==> src/rtl/mux_pipe_col_if.sv <==
// Request/response bundle for the pipelined column multiplexer.
// The requester side drives the select, the element array and the
// handshake toward the mux; the mux drives the result and i_ready_o.
interface mux_pipe_col_if #(
    parameter int ELEM_WIDTH = 1,
    parameter int NUM_ELEM   = 1024
);
    localparam int SW = $clog2(NUM_ELEM);

    logic [SW-1:0]                  s_i;
    logic [NUM_ELEM*ELEM_WIDTH-1:0] i_i;
    logic                           i_valid_i;
    logic                           i_ready_o;
    logic [ELEM_WIDTH-1:0]          o_o;
    logic                           o_err_o;
    logic                           o_valid_o;
    logic                           o_ready_i;

    modport master (
        output s_i, i_i, i_valid_i, o_ready_i,
        input  i_ready_o, o_o, o_err_o, o_valid_o
    );

    modport slave (
        input  s_i, i_i, i_valid_i, o_ready_i,
        output i_ready_o, o_o, o_err_o, o_valid_o
    );
endinterface

==> src/rtl/mux_pipe_col.sv <==
// Pipelined N:1 column multiplexer. The element array is reduced through a
// radix-RADIX tree with one register stage per tree level; every stage has
// its own valid bit so bubbles collapse under output backpressure.
// Out-of-range selects (NUM_ELEM not a power of two) yield zero with o_err_o.
module mux_pipe_col #(
    parameter int ELEM_WIDTH = 1,
    parameter int NUM_ELEM   = 1024,
    parameter int RADIX      = 4
) (
    input logic           clk_i,
    input logic           arst_ni,
    mux_pipe_col_if.slave bus
);
    localparam int SW    = $clog2(NUM_ELEM);
    localparam int R     = $clog2(RADIX);
    localparam int L_RAW = (SW + R - 1) / R;
    localparam int L     = (L_RAW < 1) ? 1 : L_RAW;
    localparam int EW    = ELEM_WIDTH;

    logic [L-1:0] valid;
    logic [L-1:0] load;

    // Stage k may load unless it and every stage after it are occupied while
    // the output is stalled. Written flat so each bit depends only on the
    // valid bits and o_ready_i, never on another load bit.
    for (genvar k = 0; k < L; k++) begin : g_load
        assign load[k] = bus.o_ready_i | ~(&valid[L-1:k]);
    end

    for (genvar k = 0; k < L; k++) begin : g_stage
        localparam int N_OUT   = RADIX ** (L - 1 - k);
        localparam int N_IN    = N_OUT * RADIX;
        localparam int SEL_W   = (L - k) * R;
        localparam bit IS_LAST = (k == L - 1);

        logic [N_IN*EW-1:0]  din;
        logic [SEL_W-1:0]    sel_in;
        logic                err_in;
        logic                valid_in;
        logic [N_OUT*EW-1:0] data_d;
        logic [N_OUT*EW-1:0] data_q;
        logic                valid_q;
        logic                err_q;

        if (k == 0) begin : g_src
            // Zero-pad the element array to RADIX**L entries and the select
            // to L*R bits, so padded positions read as zero.
            always_comb begin
                din            = '0;
                din[NUM_ELEM*EW-1:0] = bus.i_i;
                sel_in         = '0;
                sel_in[SW-1:0] = bus.s_i;
            end
            assign err_in   = int'(bus.s_i) >= NUM_ELEM;
            assign valid_in = bus.i_valid_i;
        end else begin : g_src
            assign din      = g_stage[k-1].data_q;
            assign sel_in   = g_stage[k-1].g_fwd.sel_q;
            assign err_in   = g_stage[k-1].err_q;
            assign valid_in = g_stage[k-1].valid_q;
        end

        // Each node picks one of its RADIX children using the low select
        // bits; the final stage forces zero for an out-of-range select.
        always_comb begin
            int base;
            data_d = '0;
            base   = int'(sel_in[R-1:0]);
            if (!(IS_LAST && err_in)) begin
                for (int j = 0; j < N_OUT; j++) begin
                    data_d[j*EW +: EW] = din[(j*RADIX + base)*EW +: EW];
                end
            end
        end

        // Handshake state: a loading stage copies upstream valid/err, so a
        // load with nothing upstream leaves a bubble; a held stage keeps both.
        always_ff @(posedge clk_i or negedge arst_ni) begin
            if (!arst_ni) begin
                valid_q <= 1'b0;
                err_q   <= 1'b0;
            end else if (load[k]) begin
                valid_q <= valid_in;
                err_q   <= err_in;
            end
        end

        assign valid[k] = valid_q;

        if (IS_LAST) begin : g_data
            // Output data register, cleared on reset so o_o reads zero.
            always_ff @(posedge clk_i or negedge arst_ni) begin
                if (!arst_ni) begin
                    data_q <= '0;
                end else if (load[k]) begin
                    data_q <= data_d;
                end
            end
        end else begin : g_data
            // NOTE: wide intermediate data registers are not reset; the stage
            // valid bit guards them, so stale contents are never observed.
            always_ff @(posedge clk_i) begin
                if (load[k]) begin
                    data_q <= data_d;
                end
            end
        end

        if (!IS_LAST) begin : g_fwd
            logic [SEL_W-R-1:0] sel_q;

            // Forward only the select bits that later stages still consume.
            always_ff @(posedge clk_i) begin
                if (load[k]) begin
                    sel_q <= sel_in[SEL_W-1:R];
                end
            end
        end
    end

    assign bus.i_ready_o = load[0];
    assign bus.o_valid_o = valid[L-1];
    assign bus.o_err_o   = g_stage[L-1].err_q;
    assign bus.o_o       = g_stage[L-1].data_q;
endmodule

==> src/flat_wrapper.sv <==
// flat-port wrapper written by rule: the top's interface ports become plain ports
module mux_pipe_col_flat 
#(
    parameter int ELEM_WIDTH = 1,
    parameter int NUM_ELEM   = 1024,
    parameter int RADIX      = 4
)
  (clk_i, arst_ni, bus_s_i, bus_i_i, bus_i_valid_i, bus_o_ready_i, bus_i_ready_o, bus_o_o, bus_o_err_o, bus_o_valid_o);
  mux_pipe_col_if #(.ELEM_WIDTH(ELEM_WIDTH), .NUM_ELEM(NUM_ELEM)) bus_i ();
  input logic clk_i;
  input logic arst_ni;
  input wire logic [$bits(bus_i.s_i)-1:0] bus_s_i;
  input wire logic [$bits(bus_i.i_i)-1:0] bus_i_i;
  input wire logic [$bits(bus_i.i_valid_i)-1:0] bus_i_valid_i;
  input wire logic [$bits(bus_i.o_ready_i)-1:0] bus_o_ready_i;
  output wire logic [$bits(bus_i.i_ready_o)-1:0] bus_i_ready_o;
  output wire logic [$bits(bus_i.o_o)-1:0] bus_o_o;
  output wire logic [$bits(bus_i.o_err_o)-1:0] bus_o_err_o;
  output wire logic [$bits(bus_i.o_valid_o)-1:0] bus_o_valid_o;
  assign bus_i.s_i = bus_s_i;
  assign bus_i.i_i = bus_i_i;
  assign bus_i.i_valid_i = bus_i_valid_i;
  assign bus_i.o_ready_i = bus_o_ready_i;
  assign bus_i_ready_o = bus_i.i_ready_o;
  assign bus_o_o = bus_i.o_o;
  assign bus_o_err_o = bus_i.o_err_o;
  assign bus_o_valid_o = bus_i.o_valid_o;
  mux_pipe_col #(.ELEM_WIDTH(ELEM_WIDTH), .NUM_ELEM(NUM_ELEM), .RADIX(RADIX)) u_core (.clk_i(clk_i), .arst_ni(arst_ni), .bus(bus_i));
endmodule
==> config.mk <==
export PLATFORM = sky130hd
export DESIGN_NAME = mux_pipe_col_flat
export DESIGN_NICKNAME = d
export VERILOG_FILES = /design/src/rtl/mux_pipe_col_if.sv /design/src/rtl/mux_pipe_col.sv /design/src/flat_wrapper.sv
export SDC_FILE = /design/constraint.sdc
export NUM_CORES = 1
export LEC_CHECK = 0
export CAP_MARGIN = 25
export CORE_AREA = 2 2 400 402
export DETAILED_ROUTE_END_ITERATION = 8
export DIE_AREA = 0 0 402 404
export PLACE_DENSITY = 0.4
export SYNTH_ARGS = -nofsm -noshare
export SYNTH_HDL_FRONTEND = slang
export SYNTH_SLANG_ARGS = --single-unit
==> constraint.sdc <==
create_clock -name clk_i -period 11.1 [get_ports clk_i]
set_clock_uncertainty 0.2 [all_clocks]
set_input_delay 2.22 -clock clk_i [delete_from_list [all_inputs] [get_ports clk_i]]
set_output_delay 2.22 -clock clk_i [all_outputs]
set_load 0.01 [all_outputs]
==> reports/results.ini <==
[run_status]
status=finished clean

[logic_synthesis]
synthCells=797
ys_seq_area_share_pct=56.2
ys_seq_elements=366
synth-simple-area-share_pct=0.263
syn_nets=1835
synth_compound_area_share_pct=0.0834
synthXorXnorAreaFrac_pct=0
syn_avg_cell_area_sq_um=24.5
muxShareOfSynthArea_pct=39.4
ys_warn_count=0
synth_top_family_by_area=multiplexers
syn_area_sq_um=19500
ys_types=22
synthAdderAreaFrac_pct=0

[min_path]
min_to=u_core.g_stage[2].g_fwd.sel_q[0]
hold_depth=0
worstHoldPathType=reg -> reg
hold_path_startpoint=u_core.g_stage[1].g_fwd.sel_q[2]

[power]
clkPwrFrac_pct=38.3
pwr-share-comb_pct=20.2
p_int_mw=3.50
p_sw_share_pct=25.1
leakage_nw=11.1
p_sw_mw=1.17
pwr_density_cell_nw_per_um2=138
peakVddDrop_v=0.000117
pwr-share-seq_pct=41.5

[die]
start_util_pct=12.4
die-area_sq_um=162000
pin_count=1042
fp.coreArea_sq_um=158000
die_y_um=404
die_w_um=402
num_rows=146

[critical_path]
r2r_setup_slack_ps=7790
critPathMostFrequentCell=clkdlybuf4s50_1
critical_path.max_stage_delay_ps=700
start_kind=input pin
crit_buf_inv=2
crit_family=buffers and inverters
crit_required_ps=8680
worst_ep_arrival_time_ps=4520
r2r_start=u_core.bus.o_valid_o
worst_setup_path_end_kind=output port
cpMaxStageDelayCell=clkdlybuf4s50_1
timing.rr.end=u_core.g_stage[0].data_q[28]
cp_cell_sequence=clkdlybuf4s50_1 -> and4b_1 -> nand3_4 -> clkdlybuf4s50_1
crit_fanout=37
path_class=in -> out
worstRegToRegCells=5

[final_layout]
multi_input_area_sq_um=7780
syn_to_final_growth_pct=73.2
fin_nets=2873
fin_cells=3961
regArea_sq_um=11000
layout-drive-gt1-share_pct=23.7
layout_commonest_cell=clkdlybuf4s50_1
final_cell_mix=clkdlybuf4s50_1 (1038), edfxtp_1 (360), mux4_2 (341)
nFillCells=16600

[clocking]
cts_setup_buffers=0
clk_latency_ps=640
ctsHoldBuffers=0
cts_tree=built
cts.sinks=366
cts_resized=0
htreeDepth=2
cts_buffer_depth=3
cts.clk_slew.worst_paths_ps=60
cts_root_buf=clkbuf_16
cts_buffers=55

[sta]
max_freq_ghz=0.144
fin_setup_tns_ps=0
rsz0062_at_grt=false
fin_crit_ps=6940
fin_crit_sh_pct=62.5
slew_violations=0
worst_pin_slew_ps=988
setup_viol_count_final=0
hold_viol=0
holdWs_ps=221
maxSlewHeadroom_pct=34.2

[routing]
vias=14100
avgViaCountPerCell=3.55
routed_wl_mm=107
drc=0
drtIter0Drc=776
dr.pass1.iters=4
drtAntennaViolNets=0
wl_per_cell_um=27.1

[placement]
place_congestion=0.915
place_inst=3849
port_buffers=1040
hpwl_mm=86.6

[global_route]
grt_pass1_wl_mm=140
grt_max_degree=92
first_global_vias=16000
grt_overflow=0
antenna_found_initial=50
grt_usage_pct=12.7

[job]
drv_cap=0

==> per-layer routing <==
layer	wire length (um)	track usage (%)	share of wire (%)
met1	42600	15.3	40
met2	55700	22.7	52
met3	6300	2.84	5.9
met4	2600	3.61	2.4
met5	84	0	0.078
==> cell usage after synthesis <==
| cell | instances | area share, % |
|---|---|---|
| edfxtp_1 | 360 | 55 |
| mux4_2 | 341 | 39 |
| buf_2 | 28 | 0.72 |
| buf_12 | 22 | 2.3 |
| buf_4 | 9 | 0.35 |
| buf_1 | 7 | 0.13 |
| dfrtp_1 | 6 | 0.77 |
| buf_8 | 5 | 0.38 |
| clkbuf_1 | 4 | 0.077 |
| nand2b_1 | 3 | 0.096 |
| a21o_1 | 1 | 0.038 |
| a31o_2 | 1 | 0.045 |
| and4b_1 | 1 | 0.051 |
| buf_6 | 1 | 0.058 |
| clkbuf_2 | 1 | 0.026 |
| conb_1 | 1 | 0.019 |
| inv_1 | 1 | 0.019 |
| mux2_2 | 1 | 0.058 |
| nand2_1 | 1 | 0.019 |
| nand3_1 | 1 | 0.026 |
| nand3b_1 | 1 | 0.038 |
| or2_2 | 1 | 0.032 |
==> metrics by stage <==
stage / setup WS, ps / instance area [sq um] / power (mW) / utilization (%)
after global routing: 4010 / 33800 / 4.91 / 21.4
after global placement: 4050 / 31900 / 2.95 / 20.2
after floorplan: 2570 / 19500 / 2.29 / -
final: 4160 / 33800 / 4.68 / 21.4
after detailed placement: 4110 / 31900 / 2.95 / 20.2
after CTS: 4090 / 33700 / 4.82 / 21.4
==> sequential cells by signal (all words and copies together), names as in the netlist <==
name / flops
u_core.bus.o_valid_o: 1
u_core.bus.o_o: 1
u_core.g_stage.data_q: 340
u_core.g_stage.g_fwd.sel_q: 20
u_core.g_stage.valid_q: 4
==> area by class of cell <==
class | instances | area share (%)
Antenna cell | 10 | 0.0741
Clock buffer | 70 | 4.33
Clock inverter | 31 | 1.03
Inverter | 1 | 0.0111
Multi-Input combinational cell | 353 | 23.0
Sequential cell | 366 | 32.4
Tap cell | 2072 | 7.68
Timing Repair Buffer | 1058 | 31.4
==> worst max-delay path by stage <==
stage / startpoint / endpoint / slack [ps] / depth (start not counted)
floorplan: bus_o_ready_i / bus_i_ready_o / 2570 / 3
global placement: bus_o_ready_i / bus_i_ready_o / 4050 / 4
detailed placement: bus_o_ready_i / bus_i_ready_o / 4110 / 4
finish: bus_o_ready_i / bus_i_ready_o / 4160 / 4
CTS: bus_o_ready_i / bus_i_ready_o / 4090 / 4
global route: bus_o_ready_i / bus_i_ready_o / 4010 / 4
==> power by group through the flow <==
stage,logic [mW],clock network [mW],registers [mW]
2_1_floorplan,0.411,0,1.88
3_3_place_gp,0.961,0,1.98
3_5_place_dp,0.968,0,1.98
4_1_cts,0.975,1.88,1.96
5_1_grt,1.01,1.93,1.97
6_report,0.945,1.79,1.94
==> kinds of logic (layout without fill, tap and decap cells) <==
logic type      Yosys count  after routing
flops                   366            366
simple gates              8              8
buf+inv                  78           1160
other cells               1             11
mux                     342            342
compound gates            2              2
No activity file was read; power rests on OpenSTA's default activity.
